$ cat config.mk
export PLATFORM = sky130hd
export DESIGN_NAME = seg_bcd_reader
export DESIGN_NICKNAME = d
export VERILOG_FILES = /design/src/rtl/seg_bcd_reader_pkg.sv /design/src/rtl/seg_bcd_reader_decoder.sv /design/src/rtl/seg_bcd_reader.sv
export SDC_FILE = /design/constraint.sdc
export NUM_CORES = 1
export LEC_CHECK = 0
export ABC_AREA = 1
export CELL_PAD_IN_SITES_DETAIL_PLACEMENT = 0
export CELL_PAD_IN_SITES_GLOBAL_PLACEMENT = 1
export CORE_ASPECT_RATIO = 1.25
export CORE_MARGIN = 3
export CORE_UTILIZATION = 30
export DETAILED_ROUTE_END_ITERATION = 8
export GPL_TIMING_DRIVEN = 1
export PLACE_DENSITY = 0.58
export SLEW_MARGIN = 20
export SYNTH_ARGS = -nofsm -noshare
export SYNTH_HDL_FRONTEND = slang
export SYNTH_SLANG_ARGS = --single-unit
$ cat constraint.sdc
create_clock -name clk -period 2.15 [get_ports clk]
set_input_delay 0.215 -clock clk [delete_from_list [all_inputs] [get_ports clk]]
set_output_delay 0.215 -clock clk [all_outputs]
set_load 0.1 [all_outputs]
$ cat src/rtl/seg_bcd_reader_pkg.sv
// -----------------------------------------------------------------------------
// seg_pkg
// Shared types and constants for the seven-segment bus reader.
//   seg_state_t          : frame assembly FSM states
//   SEG_0 .. SEG_9       : active-high a..g patterns (bit6=a .. bit0=g)
//   SEG_BLANK            : all segments off
//   BCD_BLANK/BCD_INVALID: nibbles reported for a blank or illegal pattern
// -----------------------------------------------------------------------------
package seg_pkg;

  typedef enum logic [0:0] {
    COLLECT = 1'b0,
    PRESENT = 1'b1
  } seg_state_t;

  localparam logic [6:0] SEG_0     = 7'h7E;
  localparam logic [6:0] SEG_1     = 7'h30;
  localparam logic [6:0] SEG_2     = 7'h6D;
  localparam logic [6:0] SEG_3     = 7'h79;
  localparam logic [6:0] SEG_4     = 7'h33;
  localparam logic [6:0] SEG_5     = 7'h5B;
  localparam logic [6:0] SEG_6     = 7'h5F;
  localparam logic [6:0] SEG_7     = 7'h70;
  localparam logic [6:0] SEG_8     = 7'h7F;
  localparam logic [6:0] SEG_9     = 7'h7B;
  localparam logic [6:0] SEG_BLANK = 7'h00;

  localparam logic [3:0] BCD_BLANK   = 4'hF;
  localparam logic [3:0] BCD_INVALID = 4'hE;

endpackage

$ cat src/rtl/seg_bcd_reader_decoder.sv
// -----------------------------------------------------------------------------
// seg_pattern_decoder
// Combinational decode of one active-low segment byte back to a BCD nibble.
//   i_seg_n   [7:0] : active-low segments, bit7=a .. bit1=g, bit0=dp
//   o_nibble  [3:0] : decoded digit, BCD_BLANK when dark, BCD_INVALID if illegal
//   o_dp            : decimal point, active-high, independent of a..g
//   o_blank         : all of a..g off
//   o_invalid       : a..g pattern is neither a digit nor blank
// -----------------------------------------------------------------------------
module seg_pattern_decoder
  import seg_pkg::*;
(
  input  logic [7:0] i_seg_n,
  output logic [3:0] o_nibble,
  output logic       o_dp,
  output logic       o_blank,
  output logic       o_invalid
);

  logic [6:0] w_act;

  // Invert to active-high and map the a..g pattern onto a nibble.
  always_comb begin
    w_act     = ~i_seg_n[7:1];
    o_dp      = ~i_seg_n[0];
    o_nibble  = BCD_INVALID;
    o_blank   = 1'b0;
    o_invalid = 1'b0;
    case (w_act)
      SEG_0:     o_nibble = 4'd0;
      SEG_1:     o_nibble = 4'd1;
      SEG_2:     o_nibble = 4'd2;
      SEG_3:     o_nibble = 4'd3;
      SEG_4:     o_nibble = 4'd4;
      SEG_5:     o_nibble = 4'd5;
      SEG_6:     o_nibble = 4'd6;
      SEG_7:     o_nibble = 4'd7;
      SEG_8:     o_nibble = 4'd8;
      SEG_9:     o_nibble = 4'd9;
      SEG_BLANK: begin
        o_nibble = BCD_BLANK;
        o_blank  = 1'b1;
      end
      default: begin
        o_nibble  = BCD_INVALID;
        o_invalid = 1'b1;
      end
    endcase
  end

endmodule

$ cat src/rtl/seg_bcd_reader.sv
// -----------------------------------------------------------------------------
// seg_bcd_reader
// Recovers BCD digits from a multiplexed active-low seven-segment bus and
// presents each complete multi-digit frame on a valid/ready interface.
//   clk, rst_n        : clock, asynchronous active-low reset
//   seg_n [7:0]       : active-low segments (a..g, dp), asynchronous to clk
//   dig_en_n [D-1:0]  : active-low one-hot digit strobes, asynchronous to clk
//   out_bcd [4D-1:0]  : frame nibbles, digit i at [4i+3:4i]
//   out_dp [D-1:0]    : decimal point per digit
//   out_err_mask      : per-digit illegal-pattern flag; out_err is its OR
//   out_valid/ready   : frame handshake
// -----------------------------------------------------------------------------
module seg_bcd_reader
  import seg_pkg::*;
#(
  parameter int DIGITS        = 4,
  parameter int STABLE_CYCLES = 3
) (
  input  logic                  clk,
  input  logic                  rst_n,
  input  logic [7:0]            seg_n,
  input  logic [DIGITS-1:0]     dig_en_n,
  output logic [4*DIGITS-1:0]   out_bcd,
  output logic [DIGITS-1:0]     out_dp,
  output logic [DIGITS-1:0]     out_err_mask,
  output logic                  out_err,
  output logic                  out_valid,
  input  logic                  out_ready
);

  localparam int               CNT_W    = $clog2(STABLE_CYCLES + 1);
  localparam logic [CNT_W-1:0] CNT_MAX  = CNT_W'(STABLE_CYCLES);
  localparam logic [CNT_W-1:0] CNT_FIRE = CNT_W'(STABLE_CYCLES - 1);

  // Exactly one bit set.
  function automatic logic is_onehot(input logic [DIGITS-1:0] v);
    return (v != {DIGITS{1'b0}}) &&
           ((v & (v - DIGITS'(1))) == {DIGITS{1'b0}});
  endfunction

  logic [7:0]          r_seg_s1, r_seg_s2, r_seg_prev;
  logic [DIGITS-1:0]   r_dig_s1, r_dig_s2, r_dig_prev;
  logic [CNT_W-1:0]    r_cnt;
  logic [4*DIGITS-1:0] r_slot_bcd;
  logic [DIGITS-1:0]   r_slot_dp;
  logic [DIGITS-1:0]   r_slot_err;
  logic [DIGITS-1:0]   r_cap_mask;
  seg_state_t          r_state;
  logic [4*DIGITS-1:0] r_out_bcd;
  logic [DIGITS-1:0]   r_out_dp;
  logic [DIGITS-1:0]   r_out_err_mask;
  logic                r_out_err;
  logic                r_out_valid;

  logic [DIGITS-1:0]   w_strobe;
  logic                w_stable;
  logic                w_capture;
  logic                w_frame_full;
  logic [3:0]          w_nibble;
  logic                w_dp;
  logic                w_blank;
  logic                w_invalid;
  logic                w_seg_err;
  seg_state_t          w_state_next;
  logic                w_load;

  // Two-flop synchronisers; idle value is all-ones (nothing driven).
  always_ff @(posedge clk or negedge rst_n) begin
    if (!rst_n) begin
      r_seg_s1   <= 8'hFF;
      r_seg_s2   <= 8'hFF;
      r_seg_prev <= 8'hFF;
      r_dig_s1   <= {DIGITS{1'b1}};
      r_dig_s2   <= {DIGITS{1'b1}};
      r_dig_prev <= {DIGITS{1'b1}};
    end else begin
      r_seg_s1   <= seg_n;
      r_seg_s2   <= r_seg_s1;
      r_seg_prev <= r_seg_s2;
      r_dig_s1   <= dig_en_n;
      r_dig_s2   <= r_dig_s1;
      r_dig_prev <= r_dig_s2;
    end
  end

  seg_pattern_decoder u_dec (
    .i_seg_n   (r_seg_s2),
    .o_nibble  (w_nibble),
    .o_dp      (w_dp),
    .o_blank   (w_blank),
    .o_invalid (w_invalid)
  );

  // Stability qualification and single-cycle capture strobe.
  always_comb begin
    w_strobe  = ~r_dig_s2;
    w_stable  = (r_seg_s2 == r_seg_prev) && (r_dig_s2 == r_dig_prev) &&
                is_onehot(w_strobe);
    // Fire only on the transition into saturation, so a held digit is
    // captured once rather than every cycle.
    w_capture = w_stable && (r_cnt == CNT_FIRE);
    // A dark digit is a legal blank, never an error.
    w_seg_err = w_invalid & ~w_blank;
    w_frame_full = &r_cap_mask;
  end

  // Saturating stability counter.
  always_ff @(posedge clk or negedge rst_n) begin
    if (!rst_n) begin
      r_cnt <= {CNT_W{1'b0}};
    end else if (!w_stable) begin
      r_cnt <= {CNT_W{1'b0}};
    end else if (r_cnt != CNT_MAX) begin
      r_cnt <= r_cnt + CNT_W'(1);
    end
  end

  // Slot storage: the newest capture of a digit overwrites its slot.
  always_ff @(posedge clk or negedge rst_n) begin
    if (!rst_n) begin
      r_slot_bcd <= {(4*DIGITS){1'b0}};
      r_slot_dp  <= {DIGITS{1'b0}};
      r_slot_err <= {DIGITS{1'b0}};
    end else begin
      for (int i = 0; i < DIGITS; i++) begin
        if (w_capture && w_strobe[i]) begin
          r_slot_bcd[4*i +: 4] <= w_nibble;
          r_slot_dp[i]         <= w_dp;
          r_slot_err[i]        <= w_seg_err;
        end
      end
    end
  end

  // Next-state and load decision for frame hand-off.
  always_comb begin
    w_state_next = r_state;
    w_load       = 1'b0;
    case (r_state)
      COLLECT: begin
        if (w_frame_full) begin
          w_load       = 1'b1;
          w_state_next = PRESENT;
        end else begin
          w_state_next = COLLECT;
        end
      end
      PRESENT: begin
        if (out_ready) begin
          if (w_frame_full) begin
            // Back-to-back frame: reload and keep valid asserted.
            w_load       = 1'b1;
            w_state_next = PRESENT;
          end else begin
            w_state_next = COLLECT;
          end
        end else begin
          // Held frame waits in the slots until the consumer is ready.
          w_state_next = PRESENT;
        end
      end
      default: begin
        w_state_next = COLLECT;
      end
    endcase
  end

  // FSM state register.
  always_ff @(posedge clk or negedge rst_n) begin
    if (!rst_n) begin
      r_state <= COLLECT;
    end else begin
      r_state <= w_state_next;
    end
  end

  // Captured-digit mask; a capture on the load cycle starts the next frame.
  always_ff @(posedge clk or negedge rst_n) begin
    if (!rst_n) begin
      r_cap_mask <= {DIGITS{1'b0}};
    end else if (w_load) begin
      r_cap_mask <= w_capture ? w_strobe : {DIGITS{1'b0}};
    end else if (w_capture) begin
      r_cap_mask <= r_cap_mask | w_strobe;
    end
  end

  // Registered frame outputs, updated only when a frame is handed off.
  always_ff @(posedge clk or negedge rst_n) begin
    if (!rst_n) begin
      r_out_bcd      <= {(4*DIGITS){1'b0}};
      r_out_dp       <= {DIGITS{1'b0}};
      r_out_err_mask <= {DIGITS{1'b0}};
      r_out_err      <= 1'b0;
      r_out_valid    <= 1'b0;
    end else begin
      r_out_valid <= (w_state_next == PRESENT);
      if (w_load) begin
        r_out_bcd      <= r_slot_bcd;
        r_out_dp       <= r_slot_dp;
        r_out_err_mask <= r_slot_err;
        r_out_err      <= |r_slot_err;
      end
    end
  end

  assign out_bcd      = r_out_bcd;
  assign out_dp       = r_out_dp;
  assign out_err_mask = r_out_err_mask;
  assign out_err      = r_out_err;
  assign out_valid    = r_out_valid;

endmodule

# Yosys cells after proc, flatten, opt, wreduce, memory -nomap -nowiden
# Cells that the tools add are included.
[totals]
memories = 0
romBits = 0
wordCells = 78
latch_bits = 0
ramBits = 0
ff_bits = 92
[op_classes]
multipliers = 0
n_eq_ne = 15
add_sub_neg = 2
n_reduce_logical = 15
bitwise = 8
div_mod_pow = 0
muxes = 13
order_cmp = 0
n_shift = 0
[ops]
columns = ["operator", "n"]
rows = [
  ["== test 7 bit, second input constant", 8],
  ["case mux 4 bit (11 select lines)", 1],
  ["== test 7 x 6 -> 1 bit, second input constant", 2],
  ["2-to-1 mux 4 bit", 3],
  ["OR reduction 11 bit", 1],
  ["== test 8 bit", 1],
  ["logical AND 1 bit", 8],
  ["logical NOT 7 bit", 1],
  ["NOT 7 bit", 1],
  ["2-to-1 mux 1 bit", 5],
  ["bitwise AND 4 bit", 1],
  ["== test 4 bit", 1],
  ["logical NOT 4 bit", 1],
  ["2-to-1 mux 2 bit", 2],
  ["NOT 4 bit", 1],
  ["bitwise OR 4 bit", 1],
  ["case mux 1 bit (2 select lines)", 2],
  ["AND reduction 4 bit", 1],
  ["nonzero test 4 bit", 1],
  ["OR reduction 4 bit", 1],
  ["subtractor 4 x 1 -> 4 bit, second input constant", 1],
  ["NOT 1 bit", 3],
  ["adder 2 x 1 -> 2 bit, second input constant", 1],
  ["== test 2 bit, second input constant", 1],
  ["4 further kinds", 4],
]

# Depth between registers and ports, before layout
[logic_depth]
word_depth = 9
ltp_mapped = 11
depth_no_buf = 10

# Hierarchy
# Synthesis repeated with hierarchy kept, for this count alone.
[unflattened]
hier_cells = 438
hier_area_um2 = 4002.6
[modules_own_cells]
columns = ["module", "cells_per_inst", "n_inst", "area_per_inst_um2", "seq_area_each_um2"]
rows = [
  ["seg_bcd_reader", 375, 1, 3714.8, 2347.3],
  ["seg_pattern_decoder", 63, 1, 287.8, 0.0],
]

# Least setup slack after synthesis
# Ideal clock, no wire load.
[synth_timing]
path_type = "reg2reg"
startpoint = "reg, netlist name out_valid"
endpoint = "reg r_out_err (netlist: out_err)"
path_buffers = 1
stages_incl_launch_ff = 6
slack_ns = 0.290
period_less_slack_ns = 1.860
arrival_time_ns = 1.783
path_cell_list = "dfrtp_1 > a21oi_1 > inv_1 > clkbuf_1 > nand2_1 > o21ai_1"
[synth_rtl]
columns = ["element", "line_no", "rtl"]
rows = [
  ["end signal, assigned", "seg_bcd_reader.sv:202", "r_out_err <= |r_slot_err;"],
  ["end, declared", "seg_bcd_reader.sv:52", "logic r_out_err;"],
]

# Worst setup path in the final report
[layout_timing]
startpoint = "reg r_seg_s2[0]"
endpoint = "reg r_slot_bcd[7]"
[layout_via]
elab_chain_len = 5
[layout_rtl]
columns = ["element", "line_no", "rtl"]
rows = [
  ["start, declared", "seg_bcd_reader.sv:41", "logic [7:0] r_seg_s1, r_seg_s2, r_seg_prev;"],
  ["start signal, assigned", "seg_bcd_reader.sv:78", "r_seg_s2 <= r_seg_s1;"],
  ["== test 8 bit", "seg_bcd_reader.sv:97", "w_stable = (r_seg_s2 == r_seg_prev) && (r_dig_s2 == r_dig_prev) &&"],
  ["logical AND 1 bit (2 in series)", "seg_bcd_reader.sv:97", ""],
  ["logical AND 1 bit", "seg_bcd_reader.sv:101", "w_capture = w_stable && (r_cnt == CNT_FIRE);"],
  ["logical AND 1 bit", "seg_bcd_reader.sv:126", "if (w_capture && w_strobe[i]) begin"],
  ["end signal, assigned", "seg_bcd_reader.sv:121", "r_slot_bcd <= {(4*DIGITS){1'b0}};"],
  ["end signal, assigned by index", "seg_bcd_reader.sv:127", "r_slot_bcd[4*i +: 4] <= w_nibble;"],
  ["end, declared", "seg_bcd_reader.sv:44", "logic [4*DIGITS-1:0] r_slot_bcd;"],
]
# No other way between the ends.
# A chain may end at the register's enable or synchronous reset.

==> results.md <==
- The core footprint is 11800 sq um.
- On the critical path, the stage with the largest delay is an instance of dfstp_2.
- The synthesized area per cell is 9.10 sq um.
- Sorting the synthesized cells by how often they occur yields nand2_1 (190), dfrtp_1 (56), dfstp_2 (36), nand3_1 (32), nor2_1 (28).
- The clock arrives with 0.00427 ns of skew.
- Counting instances, the worst hold path has a depth of 1.
- The layout net count is 469.
- The cell type with the largest total area after synthesis is dfrtp_1.
- The maximum frequency from static timing analysis is 547 MHz.
- The clock passes through at most 2 buffers.
- The kind of cell with the highest combined delay along the critical path is simple AND/OR/NAND/NOR gates.
- The post-synth design cell area is 3670 sq um.
- Cells with a size suffix above 1 make up 21.4% of the layout.
- Across the VDD grid, the largest voltage drop is 0.351 mV.
- The port buffer count is 40.
- The max-cap check violation count is 0.
- The async set-or-reset flop fraction in the synthesized netlist is 100%.
- Counting cells, the worst reg-to-reg path comes to 9.
- The total detailed-routing wirelength is 7.45 mm.
- The kind of start point of the critical path is a register.
- In this run the remaining antenna-violating nets after routing total 0.
- The combined buffer and inverter count along the critical path is 1.
- In this run the register-to-register setup slack is 0.32 ns.
- Global routing used 11.9% of the available tracks across all layers.
- The capture point of the worst reg-to-reg path is r_slot_bcd[7]$_DFFE_PN0P_.
- The detailed-router iteration count before antenna repair is 4.
- The synthesis-stage register bit count is 92.
- Clock-pin slew was measured on the worst setup and hold paths at 0.06 ns.
- Sequential cells were found to cover 64.0% of the synthesized design area.
- The most common cell type on the critical path is nand2_1.
- Data on the critical path is required at its endpoint by 2.38 ns.
- The detailed router finished its first iteration with 82 violations.
- The tightest min-delay check is of the input pin to register type.
- For this run, design rule violations remaining after detail routing come to 0.
- Along the worst path, the maximum fanout reaches 7.
- The total grt overflow is 0.
- From bottom edge to top edge, the die measures 130 um.
- After layout, the minimum clock period comes to 1.83 ns.
- The first global-routing pass estimated 12.6 mm of wire.
- Buffers inserted during clock tree synthesis total 9.
- The max-slew violation total from the final report is 0.
- The switching part of the total is 23.4%.
- The number of antenna violations at the first check in global routing is 0.
- On the worst path, the slowest cell contributes a delay of 0.54 ns.
- Among all flip-flop cells after synthesis, the most frequent one is dfrtp_1.
- The congestion estimate from routability-driven global placement came to 0.757.
- Following the worst setup path forward leads to its endpoint at r_slot_bcd[7]$_DFFE_PN0P_.
- The run finished with clean final reports.
- The floorplan die area is 13600 sq um.
- The switching power is 852 uW.
- The launch point of the critical path is r_seg_s2[0]$_DFF_PN1_.
- By area the synthesized netlist is led by dfrtp_1 (38%), dfstp_2 (26%), nand2_1 (19%).
- Summed over all nets, the half-perimeter wirelength after detailed placement is 5.26 mm.
- The buffer cell driving the clock tree root is clkbuf_16.
- The path length in cells of the critical path is 9.
- Counting flops with a built-in enable in the synthesized netlist gives 0.
- The final total power is 3640 uW.
- The worst pin sits at a relative slew slack of 42.1%.
- Power spread over the standard cell area amounts to 808 nW/um^2.
- The cell with the most instances after synthesis is nand2_1.
- The share of total power in sequential cells is 51.3%.
- The number of endpoints failing setup at the final stage is 0.
- During I/O placement, the number of pins put on the boundary was 41.
- Row generation in the floorplan step produced 44 rows.
- The diode insertion count for antenna repair is 0.
- The number of distinct standard cells referenced by the synthesized netlist is 22.
- The clock sink count is 92.
- After synthesis, the largest area contributor takes up 38.2% of total cell area.
- After routing, the total negative slack on setup checks comes to 0 ns.
- After layout, the worst path uses 85.1% of the clock period.
- The internal portion of total power is 2780 uW.
- Cells fill 38.2% of the core in the end.
- Once layout is done, the placed cells without fillers occupy 4500 sq um.
- Relative to the synthesized area, the layout overhead comes to 22.8%.
- Setup repair after global routing left no endpoint under its margin.
- The number of vias per cell after detailed routing is 4.18.
- The post-synth net total is 420.
- The part of the power in combinational logic is 6.7%.
- The number of global-route vias before repair is 2580.
- The data arrival time of the critical path is 2.06 ns.
- Entering global routing, the biggest net connects 42 pins.
- The launch instance of the worst register-to-register path is r_seg_s2[0]$_DFF_PN1_.
- The via count is 2582.
- The initial core utilization is 31.1%.
- The cell count after synthesis is 403.
- For the worst-skew pair, the clock arrives at the later sink with an insertion delay of 0.34 ns.
- The placed cell area is 4200 sq um.
- The analysis attributes to cell leakage a power of 0.00241 uW.
- The hold violation total from the final report came to 0.
- At the pin with the least slew margin, the transition time is 0.867 ns.
- The filler cell count in the final layout is 1245.
- The floorplan step set the die width to 105 um.
- STA classifies the critical path endpoint as a register.
- The level count of the clock H-tree is 3.
- The average wire per cell in the routed design is 12.1 um.
- The startpoint-to-endpoint class of the critical path is register to register.
- Per report_power, the clock group accounts for 41.9% of the total.
- TritonCTS built the clock tree.
- Hold is met by 0.270 ns.
- The number of warnings reported in the yosys synthesis log is 0.
- The signal on the critical path passes through inv_1 > nand2_1 > nand2_1 > nor2_1 > nand2_1 > nor2_4 > nand4_1 > nand2_1 > nand2_1.
power groups by stage:
stage | Sequential (uW) | Clock [uW] | Combinational, uW
2_1_floorplan | 1940 | 0 | 95.9
3_3_place_gp | 1890 | 0 | 249
3_5_place_dp | 1900 | 0 | 250
4_1_cts | 1870 | 1600 | 252
5_1_grt | 1870 | 1650 | 278
6_report | 1870 | 1530 | 245
cell families after synthesis:
kind of cell / synth area share [%]
and+or+nand+nor: 29.9
xor gates and xnor gates: 0.478
adders and majority gates: 0.682
buffers and inverters: 4.30
AOI/OAI and AO/OA: 0.682
DFF: 64.0
worst min path at each step:
stage,startpoint,to,slack (ns)
finish,seg_n[1],r_seg_s1[1]$_DFF_PN1_,0.27
global route,seg_n[5],r_seg_s1[5]$_DFF_PN1_,0.26
CTS,seg_n[5],r_seg_s1[5]$_DFF_PN1_,0.26
detailed placement,rst_n,r_slot_bcd[14]$_DFFE_PN0P_,0.17
global placement,rst_n,r_slot_bcd[14]$_DFFE_PN0P_,0.17
floorplan,rst_n,out_bcd[0]$_DFFE_PN0P_,-0.08
worst reg2reg max path, stage by stage (launching register included):
cell	delay, ns
dfstp_2	0.54
inv_1	0.12
nand2_1	0.08
nand2_1	0.04
nor2_1	0.10
nand2_1	0.09
nor2_4	0.16
nand4_1	0.36
nand2_1	0.16
nand2_1	0.06
what timing repair did:
item | 4_1_cts | 5_1_grt
resized for setup | 0 | 0
buffers inserted | 0 | 0
endpoints found under the hold margin | 15 | 0
hold buffers | 1 | 0
registers in the layout, indices dropped and copies added, names as in the netlist:
register and cells:
out_bcd 16, out_dp 4, out_err 1, out_err_mask 4
out_valid 1, r_cap_mask 4, r_cnt 2, r_dig_prev 4
r_dig_s1 4, r_dig_s2 4, r_seg_prev 8, r_seg_s1 8
r_seg_s2 8, r_slot_bcd 16, r_slot_dp 4, r_slot_err 4
per-layer routing:
metal  global-route usage [%]  wire length [um]
met5                        0                 0
met4                     6.25               182
met3                     2.64               254
met2                     19.8              3630
met1                     14.5              3380
cells in the final DEF (no fill, tap or decap), types with 2 or more instances in the layout:
| master | count |
|---|---|
| a21oi_1 | 4 |
| buf_4 | 30 |
| clkbuf_1 | 2 |
| clkbuf_16 | 9 |
| clkbuf_8 | 3 |
| clkdlybuf4s50_1 | 13 |
| dfrtp_1 | 56 |
| dfstp_2 | 36 |
| ha_1 | 2 |
| inv_1 | 21 |
| inv_2 | 10 |
| nand2_1 | 190 |
| nand3_1 | 32 |
| nand4_1 | 5 |
| nor2_1 | 28 |
| nor2_2 | 2 |
| nor2_4 | 2 |
cell type report:
cell class / instances / area (sq um) / area share (%)
flip-flops and latches: 92 / 2350 / 52.1
multi-input cells: 273 / 1160 / 25.8
repair buffers: 45 / 385 / 8.56
clock buffers: 14 / 274 / 6.09
well taps: 161 / 201 / 4.47
inverters: 31 / 116 / 2.58
clock inverters: 2 / 15.0 / 0.334
through the flow:
step | worst slack [ns] | std cells
2_1_floorplan | 0.290 | 403
3_3_place_gp | 0.259 | 601
3_5_place_dp | 0.274 | 601
4_1_cts | 0.255 | 618
5_1_grt | 0.0623 | 618
6_report | 0.321 | 618
No activity file was read; power rests on OpenSTA's default activity.
